===== src/rtl/fix_session_mgr_if.sv =====
// Purpose : Bundles the application, TOE and fifo-facing signals of the FIX session manager.
// Latency : n/a (signal container only).
// Backpressure: none; every signal is a pulse or a level.
// Ports   : master = app/TOE/fifo side (drives the *_i signals), slave = session manager (drives the *_o signals).
interface fix_session_mgr_if #(
  parameter int HOST_AW = 2
);
  logic               connect_i;
  logic [HOST_AW-1:0] connect_to_host_i;
  logic               disconnect_i;
  logic               connected_i;
  logic [HOST_AW-1:0] connected_host_addr_i;
  logic [7:0]         message_i;
  logic               valid_i;

  logic               connect_req_o;
  logic [HOST_AW-1:0] connect_addr_o;
  logic               disconnect_o;
  logic [HOST_AW-1:0] disconnect_host_num_o;
  logic               session_up_o;
  logic               connect_fail_o;
  logic               link_lost_o;
  logic               message_received_o;
  logic               checksum_err_o;

  modport master (
    output connect_i, connect_to_host_i, disconnect_i, connected_i,
           connected_host_addr_i, message_i, valid_i,
    input  connect_req_o, connect_addr_o, disconnect_o, disconnect_host_num_o,
           session_up_o, connect_fail_o, link_lost_o, message_received_o,
           checksum_err_o
  );

  modport slave (
    input  connect_i, connect_to_host_i, disconnect_i, connected_i,
           connected_host_addr_i, message_i, valid_i,
    output connect_req_o, connect_addr_o, disconnect_o, disconnect_host_num_o,
           session_up_o, connect_fail_o, link_lost_o, message_received_o,
           checksum_err_o
  );
endinterface


===== src/rtl/fix_session_mgr.sv =====
// Purpose : FIX session manager: connect/retry/disconnect FSM toward the TOE plus a trailer
//           framer ("<SOH>10=ddd<SOH>") on the received byte stream while the session is up.
// Latency : all outputs registered; connect_req_o on the cycle after connect_i, message pulses
//           on the cycle after the final SOH is accepted.
// Backpressure: none; bytes are accepted whenever valid_i=1 in state UP, dropped otherwise.
// Ports   : clk, rst (synchronous, active-high), bus (fix_session_mgr_if.slave).
// Config  : define FIX_CHECKSUM_EN to verify the 3-digit checksum (8-bit wrapping byte sum);
//           without it checksum_err_o is tied low and every framed message is reported.
module fix_session_mgr #(
  parameter int HOST_AW     = 2,
  parameter int TIMEOUT_CYC = 16,
  parameter int MAX_RETRY   = 3
) (
  input logic              clk,
  input logic              rst,
  fix_session_mgr_if.slave bus
);

  localparam int TW = (TIMEOUT_CYC < 1) ? 1 : $clog2(TIMEOUT_CYC + 1);
  localparam int RW = (MAX_RETRY < 1) ? 1 : $clog2(MAX_RETRY + 1);

  typedef enum logic [2:0] {
    ST_IDLE,
    ST_REQ,
    ST_WAIT_ACK,
    ST_UP,
    ST_DISC
  } state_t;

  state_t             state;
  logic [TW-1:0]      timer;
  logic [RW-1:0]      retry_cnt;
  logic [HOST_AW-1:0] addr;
  logic [HOST_AW-1:0] disc_host;
  logic               connect_req;
  logic               connect_fail;
  logic               link_lost;
  logic               disconnect;
  logic               session_up;

  // ---------------------------------------------------------------- session FSM
  always_ff @(posedge clk) begin
    if (rst) begin
      state        <= ST_IDLE;
      timer        <= '0;
      retry_cnt    <= '0;
      addr         <= '0;
      disc_host    <= '0;
      connect_req  <= 1'b0;
      connect_fail <= 1'b0;
      link_lost    <= 1'b0;
      disconnect   <= 1'b0;
      session_up   <= 1'b0;
    end else begin
      connect_req  <= 1'b0;
      connect_fail <= 1'b0;
      link_lost    <= 1'b0;
      disconnect   <= 1'b0;
      case (state)
        ST_IDLE: begin
          if (bus.connect_i) begin
            addr        <= bus.connect_to_host_i;
            retry_cnt   <= '0;
            connect_req <= 1'b1;
            state       <= ST_REQ;
          end
        end
        ST_REQ: begin
          timer <= TW'(TIMEOUT_CYC);
          state <= ST_WAIT_ACK;
        end
        ST_WAIT_ACK: begin
          // Ack is checked first so it wins over a coincident expiry. Expiring at
          // timer==1 makes one attempt exactly TIMEOUT_CYC+1 cycles (REQ + wait).
          if (bus.connected_i && (bus.connected_host_addr_i == addr)) begin
            session_up <= 1'b1;
            state      <= ST_UP;
          end else if (timer <= TW'(1)) begin
            if (retry_cnt < RW'(MAX_RETRY)) begin
              retry_cnt   <= retry_cnt + RW'(1);
              connect_req <= 1'b1;
              state       <= ST_REQ;
            end else begin
              connect_fail <= 1'b1;
              state        <= ST_IDLE;
            end
          end else begin
            timer <= timer - TW'(1);
          end
        end
        ST_UP: begin
          // Link loss takes priority over a same-cycle disconnect request.
          if (!bus.connected_i) begin
            link_lost  <= 1'b1;
            session_up <= 1'b0;
            state      <= ST_IDLE;
          end else if (bus.disconnect_i) begin
            disconnect <= 1'b1;
            disc_host  <= addr;
            session_up <= 1'b0;
            state      <= ST_DISC;
          end
        end
        ST_DISC: begin
          state <= ST_IDLE;
        end
        default: begin
          state <= ST_IDLE;
        end
      endcase
    end
  end

  assign bus.connect_req_o         = connect_req;
  assign bus.connect_addr_o        = addr;
  assign bus.disconnect_o          = disconnect;
  assign bus.disconnect_host_num_o = disc_host;
  assign bus.session_up_o          = session_up;
  assign bus.connect_fail_o        = connect_fail;
  assign bus.link_lost_o           = link_lost;

  // ---------------------------------------------------------------- trailer framer
  // pos: 0 wait SOH, 1 '1', 2 '0', 3 '=', 4..6 digits, 7 closing SOH.
  logic [2:0] pos;
  logic [2:0] pos_nxt;
  logic       trailer_done;
  logic       accept;
  logic       is_soh;
  logic       is_digit;
  logic       msg_rcvd;
  logic       chk_err;

  assign accept   = bus.valid_i && (state == ST_UP);
  assign is_soh   = (bus.message_i == 8'h01);
  assign is_digit = (bus.message_i >= 8'h30) && (bus.message_i <= 8'h39);

  always_comb begin
    pos_nxt      = 3'd0;
    trailer_done = 1'b0;
    case (pos)
      3'd0: pos_nxt = is_soh ? 3'd1 : 3'd0;
      3'd1: pos_nxt = (bus.message_i == 8'h31) ? 3'd2 : (is_soh ? 3'd1 : 3'd0);
      3'd2: pos_nxt = (bus.message_i == 8'h30) ? 3'd3 : (is_soh ? 3'd1 : 3'd0);
      3'd3: pos_nxt = (bus.message_i == 8'h3d) ? 3'd4 : (is_soh ? 3'd1 : 3'd0);
      3'd4, 3'd5, 3'd6: pos_nxt = is_digit ? (pos + 3'd1) : (is_soh ? 3'd1 : 3'd0);
      3'd7: begin
        trailer_done = is_soh;
        pos_nxt      = 3'd0;
      end
      default: pos_nxt = 3'd0;
    endcase
  end

  always_ff @(posedge clk) begin
    if (rst || (state != ST_UP)) begin
      pos <= 3'd0;
    end else if (accept) begin
      pos <= pos_nxt;
    end
  end

`ifdef FIX_CHECKSUM_EN
  logic [7:0] sum_all;  // running byte sum since message start
  logic [7:0] sum_soh;  // sum up to and including the SOH leading the current trailer candidate
  logic [9:0] cs_val;   // decimal value of the trailer digits
  logic [9:0] dig;

  assign dig = {2'b00, bus.message_i} - 10'h030;

  always_ff @(posedge clk) begin
    if (rst || (state != ST_UP)) begin
      sum_all  <= '0;
      sum_soh  <= '0;
      cs_val   <= '0;
      msg_rcvd <= 1'b0;
      chk_err  <= 1'b0;
    end else begin
      msg_rcvd <= 1'b0;
      chk_err  <= 1'b0;
      if (accept) begin
        sum_all <= trailer_done ? 8'h00 : (sum_all + bus.message_i);
        if (pos_nxt == 3'd1) begin
          sum_soh <= sum_all + bus.message_i;
        end
        if (pos == 3'd4 && is_digit) begin
          cs_val <= dig;
        end else if ((pos == 3'd5 || pos == 3'd6) && is_digit) begin
          cs_val <= (cs_val * 10'd10) + dig;
        end
        if (trailer_done) begin
          if ((cs_val <= 10'd255) && (cs_val[7:0] == sum_soh)) begin
            msg_rcvd <= 1'b1;
          end else begin
            chk_err <= 1'b1;
          end
        end
      end
    end
  end
`else
  always_ff @(posedge clk) begin
    if (rst) begin
      msg_rcvd <= 1'b0;
    end else begin
      msg_rcvd <= accept && trailer_done;
    end
  end

  assign chk_err = 1'b0;
`endif

  assign bus.message_received_o = msg_rcvd;
  assign bus.checksum_err_o     = chk_err;

endmodule

===== src/flat_wrapper.sv =====
// flat-port wrapper written by rule: the top's interface ports become plain ports
module fix_session_mgr_flat 
#(
  parameter int HOST_AW     = 2,
  parameter int TIMEOUT_CYC = 16,
  parameter int MAX_RETRY   = 3
)
  (clk, rst, bus_connect_i, bus_connect_to_host_i, bus_disconnect_i, bus_connected_i, bus_connected_host_addr_i, bus_message_i, bus_valid_i, bus_connect_req_o, bus_connect_addr_o, bus_disconnect_o, bus_disconnect_host_num_o, bus_session_up_o, bus_connect_fail_o, bus_link_lost_o, bus_message_received_o, bus_checksum_err_o);
  fix_session_mgr_if #(.HOST_AW(HOST_AW)) bus_i ();
  input logic clk;
  input logic rst;
  input wire logic [$bits(bus_i.connect_i)-1:0] bus_connect_i;
  input wire logic [$bits(bus_i.connect_to_host_i)-1:0] bus_connect_to_host_i;
  input wire logic [$bits(bus_i.disconnect_i)-1:0] bus_disconnect_i;
  input wire logic [$bits(bus_i.connected_i)-1:0] bus_connected_i;
  input wire logic [$bits(bus_i.connected_host_addr_i)-1:0] bus_connected_host_addr_i;
  input wire logic [$bits(bus_i.message_i)-1:0] bus_message_i;
  input wire logic [$bits(bus_i.valid_i)-1:0] bus_valid_i;
  output wire logic [$bits(bus_i.connect_req_o)-1:0] bus_connect_req_o;
  output wire logic [$bits(bus_i.connect_addr_o)-1:0] bus_connect_addr_o;
  output wire logic [$bits(bus_i.disconnect_o)-1:0] bus_disconnect_o;
  output wire logic [$bits(bus_i.disconnect_host_num_o)-1:0] bus_disconnect_host_num_o;
  output wire logic [$bits(bus_i.session_up_o)-1:0] bus_session_up_o;
  output wire logic [$bits(bus_i.connect_fail_o)-1:0] bus_connect_fail_o;
  output wire logic [$bits(bus_i.link_lost_o)-1:0] bus_link_lost_o;
  output wire logic [$bits(bus_i.message_received_o)-1:0] bus_message_received_o;
  output wire logic [$bits(bus_i.checksum_err_o)-1:0] bus_checksum_err_o;
  assign bus_i.connect_i = bus_connect_i;
  assign bus_i.connect_to_host_i = bus_connect_to_host_i;
  assign bus_i.disconnect_i = bus_disconnect_i;
  assign bus_i.connected_i = bus_connected_i;
  assign bus_i.connected_host_addr_i = bus_connected_host_addr_i;
  assign bus_i.message_i = bus_message_i;
  assign bus_i.valid_i = bus_valid_i;
  assign bus_connect_req_o = bus_i.connect_req_o;
  assign bus_connect_addr_o = bus_i.connect_addr_o;
  assign bus_disconnect_o = bus_i.disconnect_o;
  assign bus_disconnect_host_num_o = bus_i.disconnect_host_num_o;
  assign bus_session_up_o = bus_i.session_up_o;
  assign bus_connect_fail_o = bus_i.connect_fail_o;
  assign bus_link_lost_o = bus_i.link_lost_o;
  assign bus_message_received_o = bus_i.message_received_o;
  assign bus_checksum_err_o = bus_i.checksum_err_o;
  fix_session_mgr #(.HOST_AW(HOST_AW), .TIMEOUT_CYC(TIMEOUT_CYC), .MAX_RETRY(MAX_RETRY)) u_core (.clk(clk), .rst(rst), .bus(bus_i));
endmodule

===== config.mk =====
export PLATFORM = sky130hd
export DESIGN_NAME = fix_session_mgr_flat
export DESIGN_NICKNAME = d
export VERILOG_FILES = /design/src/rtl/fix_session_mgr_if.sv /design/src/rtl/fix_session_mgr.sv /design/src/flat_wrapper.sv
export SDC_FILE = /design/constraint.sdc
export NUM_CORES = 1
export LEC_CHECK = 0
export ABC_AREA = 1
export CAP_MARGIN = 20
export CORE_MARGIN = 5
export CORE_UTILIZATION = 25
export CTS_CLUSTER_SIZE = 12
export DETAILED_ROUTE_END_ITERATION = 10
export MAX_ROUTING_LAYER = met4
export SLEW_MARGIN = 40
export SYNTH_ARGS = -nofsm -noshare
export SYNTH_HDL_FRONTEND = slang
export SYNTH_SLANG_ARGS = --single-unit

===== constraint.sdc =====
create_clock -name clk -period 1.9 [get_ports clk]
set_clock_uncertainty 0.2 [all_clocks]
set_input_delay 0.38 -clock clk [delete_from_list [all_inputs] [get_ports clk]]
set_output_delay 0.38 -clock clk [all_outputs]
set_load 0.01 [all_outputs]

==> flow_summary.json, run 1 <==
{
  "outcome": "finished clean",
  "worst_path_max_delay_cell": "clkdlybuf4s50_1",
  "antennaDiodeCount": 0,
  "cts_setup_buffers": 0,
  "dr.pass1.iters": 4,
  "critPathTopFamily": "buffers and inverters",
  "p_switching_uw": 458,
  "pwr-share-comb_pct": 35.5,
  "fillers": 613,
  "hold_viol_final": 0,
  "rows": 28,
  "overflow": 0,
  "grt_pass1_wl_um": 5650,
  "synth_largest_area_cell": "dfxtp_1",
  "core_sq_um": 5850,
  "first_global_vias": 1334,
  "yosys.cell_types.count": 27,
  "cp_max_fo": 3,
  "max_freq_mhz": 562,
  "clkTransAtPathRegs_ns": 0.08,
  "port_buffers": 27,
  "power.internal_uw": 866,
  "dp_hpwl_um": 2710,
  "drive_gt1_share_pct": 12.8,
  "yosys.area.top_type_share_pct": 31.0,
  "preCtsSetupSlack_ns": -0.0244,
  "wirelength_um": 3260,
  "clk_latency_ns": 0.26,
  "seq_power_share_pct": 41.6,
  "power.density_nw_per_um2": 685,
  "hold_class": "register to register",
  "ff_latch_area_sq_um": 460,
  "place.gp.congestion": 0.856,
  "leakage_uw": 0.000901,
  "start_util_pct": 25.4,
  "cts_made_buffers": 3,
  "grt_setup_unrepaired": "false",
  "die_y_um": 87.1,
  "yosysSeqAreaShare_pct": 31.0,
  "critical-path-max-stage-delay_ns": 0.56,
  "die_x_um": 87.1,
  "cts.sinks": 23,
  "drv_slew": 0,
  "p_sw_share_pct": 34.6,
  "grt_util_all_layers_pct": 9.49,
  "power.total_uw": 1320,
  "cp_cell_sequence": "clkdlybuf4s50_1",
  "crit_buf_inv": 1,
  "fin_ws_ns": 0.120,
  "fin_crit_ns": 1.78,
  "htreeDepth": 1,
  "avgRoutedWirePerCell_um": 9.56,
  "syn_inst": 230,
  "via_per_inst": 4.13,
  "arrival_ns": 1.20,
  "vias": 1408,
  "setup_tns_ns": 0,
  "setup_violations": 0,
  "worstPathRequired_ns": 1.32,
  "endpoint_kind": "output pin",
  "syn-num-nets": 257,
  "avgSynthCellArea_sq_um": 6.46,
  "fin_nets": 294,
  "antenna_found_initial": 0,
  "multiInputGateArea_sq_um": 851,
  "synth_area_leaders": "dfxtp_1 (31%), nand2_1 (15%), inv_1 (8.1%)",
  "rrSetupSlack_ns": 0.30,
  "crit_type": "register to output pin",
  "final_antenna_net_count": 0,
  "io-pin-count": 29,
  "utilization_pct": 33.1,
  "p_clk_share_pct": 22.9,
  "dieArea_sq_um": 7580,
  "yosysWarnings": 0,
  "cts-resized-gates": 0,
  "peakVddDrop_mv": 0.246,
  "post-route-period-util_pct": 93.7,
  "drt_first_iter_violations": 42,
  "area_growth_pct": 30.2,
  "clockBufferDepth": 2,
  "drc": 0,
  "cts_tree": "built",
  "ys_ff_latch": 23,
  "root_buffer": "clkbuf_8",
  "cap_viol_max_count": 0,
  "start_kind": "register",
  "grt_max_degree": 13,
  "synth_area_sq_um": 1490,
  "holdBufCountCts": 0
}
placed cells by master (no fill, tap or decap):
master	netlist	layout
o21bai_1	1	1
clkinv_1	1	1
nand2_2	3	3
nor2_1	30	30
clkdlybuf4s50_1	0	27
clkinv_4	1	1
nor2_2	3	3
nand2_1	60	60
inv_4	1	1
o21ai_1	1	1
inv_1	32	32
clkbuf_1	0	1
buf_4	1	7
a21oi_2	3	3
dfxtp_1	23	23
nor2_4	2	2
nand3_1	19	19
nand2_4	4	4
o21ai_0	6	6
conb_1	1	1
inv_2	6	6
nand3_2	1	1
nor3_1	4	4
a21oi_1	13	13
xnor2_1	2	2
clkbuf_8	0	3
xor2_1	1	1
ha_1	9	9
nand4_1	1	1
sequential cells by signal (all words and copies together), names as in the netlist:
signal and count:
u_core.bus.link_lost_o 1, u_core.state 3, u_core.pos 3, u_core.bus.message_received_o 1
u_core.bus.connect_addr_o 2, u_core.retry_cnt 2, u_core.bus.connect_fail_o 1, u_core.bus.disconnect_host_num_o 2
u_core.bus.session_up_o 1, u_core.bus.disconnect_o 1, u_core.timer 5, u_core.bus.connect_req_o 1
power by group through the flow:
stage	Sequential [uW]	Combinational (uW)	Clock (uW)
global route	558	530	337
finish	551	470	303
detailed placement	563	471	0
CTS	551	474	316
floorplan	563	333	0
global placement	562	470	0
area by class of cell:
cell class	instances	area share, %
inverter	41	8.34
clock buffer	4	2.33
timing repair buffer	34	16.7
tap	75	4.85
multi-input combinational	164	44.0
sequential	23	23.8
path summary, 6_finish.rpt:
path | start | end | cells past startpoint
worst max-delay path | u_core.bus.connect_addr_o[1]$_SDFFE_PP0P_ | bus_connect_addr_o[1] | 1
worst min-delay path | u_core.retry_cnt[1]$_SDFFE_PP0P_ | u_core.retry_cnt[1]$_SDFFE_PP0P_ | 2
worst max register to register | u_core.pos[0]$_SDFFE_PP0P_ | u_core.pos[0]$_SDFFE_PP0P_ | 9
worst min register to register | u_core.retry_cnt[1]$_SDFFE_PP0P_ | u_core.retry_cnt[1]$_SDFFE_PP0P_ | 2
cells in the mapped netlist, drive strengths merged:
cell type and instances:
xnor2 2, nand4 1, ha 9, o21bai 1, nand3 20, buf 2, inv 39, conb 1
xor2 1, a21oi 16, nor2 35, nand2 67, nor3 4, dfxtp 23, o21ai 7, clkinv 2
routing by layer:
metal	part of all wire (%)	global-route usage, %	vias up
met2	44	15.3	29
li1	-	-	776
met3	4.2	1.61	2
met1	50	11.8	601
met5	0	-	-
met4	1.2	3.54	0
kinds of logic after synthesis:
group,Yosys count,share of synthesized area (%)
adders and majority gates,9,7.58
buffers and inverters,43,11.7
xor gates and xnor gates,3,1.77
AOI/OAI and AO/OA,24,9.01
other,1,0.252
and+or+nand+nor,127,38.7
DFF,23,31.0
stage by stage:
stage               hold slack, ns  instance area (sq um)  instances
global placement             0.259                   1890        337
detailed placement           0.262                   1890        337
floorplan                    0.243                   1490        230
finish                       0.268                   1930        341
global route                 0.301                   1930        341
CTS                          0.274                   1930        341
(Power assumes the default switching activity.)
==> inputs of run 2 (changes only) <==
--- a/config.mk
+++ b/config.mk
@@ -6,9 +6,11 @@
 export NUM_CORES = 1
 export LEC_CHECK = 0
 export ABC_AREA = 1
+export ABC_CLOCK_PERIOD_IN_PS = 1900
 export CAP_MARGIN = 20
 export CORE_MARGIN = 5
 export CORE_UTILIZATION = 25
+export CTS_BUF_LIST = sky130_fd_sc_hd__clkbuf_8
 export CTS_CLUSTER_SIZE = 12
 export DETAILED_ROUTE_END_ITERATION = 10
 export MAX_ROUTING_LAYER = met4
==> flow_summary.json, run 2 (synthesis results as in run 1) <==
{
  "clockBufferDepth": 2,
  "final_common_cell": "nand2_1",
  "die_x_um": 87.1,
  "core_sq_um": 5850,
  "preCtsSetupSlack_ns": -0.0244,
  "drive_gt1_share_pct": 12.8,
  "via_per_inst": 4.13,
  "area_growth_pct": 30.2,
  "largest-register": "u_core.timer",
  "start_util_pct": 25.4,
  "dp_hpwl_um": 2710,
  "avgRoutedWirePerCell_um": 9.56,
  "fin_ws_ns": 0.119,
  "cts_made_buffers": 3,
  "largest_reg_flops": 5,
  "critPathTopFamily": "buffers and inverters",
  "drc": 0,
  "cp_max_fo": 3,
  "ff_latch_area_sq_um": 460,
  "critical-path-max-stage-delay_ns": 0.56,
  "grt_setup_unrepaired": "false",
  "grt_pass1_wl_um": 5650,
  "max_freq_mhz": 561,
  "clk_latency_ns": 0.26,
  "holdBufCountCts": 0,
  "grt_util_all_layers_pct": 9.49,
  "fin_nets": 294,
  "reg2regPathDepth": 9,
  "start_kind": "register",
  "place.gp.congestion": 0.856,
  "crit_buf_inv": 1,
  "min_path_cells": 2,
  "outcome": "finished clean",
  "antenna_found_initial": 0,
  "worstPathRequired_ns": 1.32,
  "power.density_nw_per_um2": 682,
  "peakVddDrop_mv": 0.246,
  "final_antenna_net_count": 0,
  "vias": 1408,
  "arrival_ns": 1.20,
  "cts_tree": "built",
  "endpoint_kind": "output pin",
  "wirelength_um": 3260,
  "hold_viol_final": 0,
  "worst_path_max_delay_cell": "clkdlybuf4s50_1",
  "io-pin-count": 29,
  "cts_setup_buffers": 0,
  "dieArea_sq_um": 7580,
  "place_area_sq_um": 1890,
  "first_global_vias": 1334,
  "dr.pass1.iters": 4,
  "fin_area_sq_um": 1930,
  "leakage_uw": 0.000905,
  "utilization_pct": 33.1,
  "cp_cell_sequence": "clkdlybuf4s50_1",
  "overflow": 0,
  "fillers": 613,
  "rows": 28,
  "drt_first_iter_violations": 41,
  "cts-resized-gates": 0,
  "crit_type": "register to output pin",
  "cts.sinks": 23,
  "setup_violations": 0,
  "power.total_uw": 1320,
  "cp_num_cells": 1,
  "top_regs": "u_core.timer: 5 flops, u_core.pos: 3 flops, u_core.state: 3 flops",
  "multiInputGateArea_sq_um": 851,
  "clkTransAtPathRegs_ns": 0.08,
  "root_buffer": "clkbuf_8",
  "post-route-period-util_pct": 93.7,
  "grt_max_degree": 13,
  "cap_viol_max_count": 0,
  "port_buffers": 27,
  "stdcell_count": 341,
  "htreeDepth": 1,
  "hold_class": "register to register",
  "antennaDiodeCount": 0,
  "die_y_um": 87.1,
  "drv_slew": 0,
  "final_cell_mix": "nand2_1 (60), inv_1 (33), nor2_1 (30)",
  "placed_cells": 337,
  "fin_crit_ns": 1.78
}
==> run 2: worst paths after layout <==
| kind | from | endpoint | slack (ns) |
|---|---|---|---|
| max | u_core.bus.connect_addr_o[1]$_SDFFE_PP0P_ | bus_connect_addr_o[1] | 0.12 |
| min | u_core.retry_cnt[1]$_SDFFE_PP0P_ | u_core.retry_cnt[1]$_SDFFE_PP0P_ | 0.27 |
| max reg2reg | u_core.pos[0]$_SDFFE_PP0P_ | u_core.pos[0]$_SDFFE_PP0P_ | 0.30 |
| min reg2reg | u_core.retry_cnt[1]$_SDFFE_PP0P_ | u_core.retry_cnt[1]$_SDFFE_PP0P_ | 0.27 |
==> run 2: per-layer routing <==
layer	part of all wire [%]	GRT usage, %
met1	50	11.8
met2	44	15.3
met3	4.2	1.61
met4	1.2	3.54
met5	0	-
==> run 2: layout make-up <==
class / instances / share of cell area [%]
repair buffers: 34 / 16.7
flip-flops and latches: 23 / 23.8
clock inverters: 1 / 0.194
inverters: 41 / 8.34
multi-input cells: 164 / 44.0
well taps: 75 / 4.85
clock buffers: 3 / 2.13
==> run 2: report_power, final <==
| group | leakage, uW | total, uW | switching (uW) | internal [uW] |
|---|---|---|---|---|
| Combinational | 0.000691 | 470 | 275 | 195 |
| Sequential | 0.000187 | 551 | 29.6 | 522 |
| Clock | 0.0000269 | 299 | 154 | 144 |
| Total | 0.000905 | 1320 | 459 | 861 |
==> run 2: per-stage QoR <==
| step | hold WS (ns) | setup TNS [ns] |
|---|---|---|
| 2_1_floorplan | 0.243 | 0 |
| 3_3_place_gp | 0.259 | -0.0577 |
| 3_5_place_dp | 0.262 | -0.0545 |
| 4_1_cts | 0.274 | 0 |
| 5_1_grt | 0.301 | 0 |
| 6_report | 0.269 | 0 |
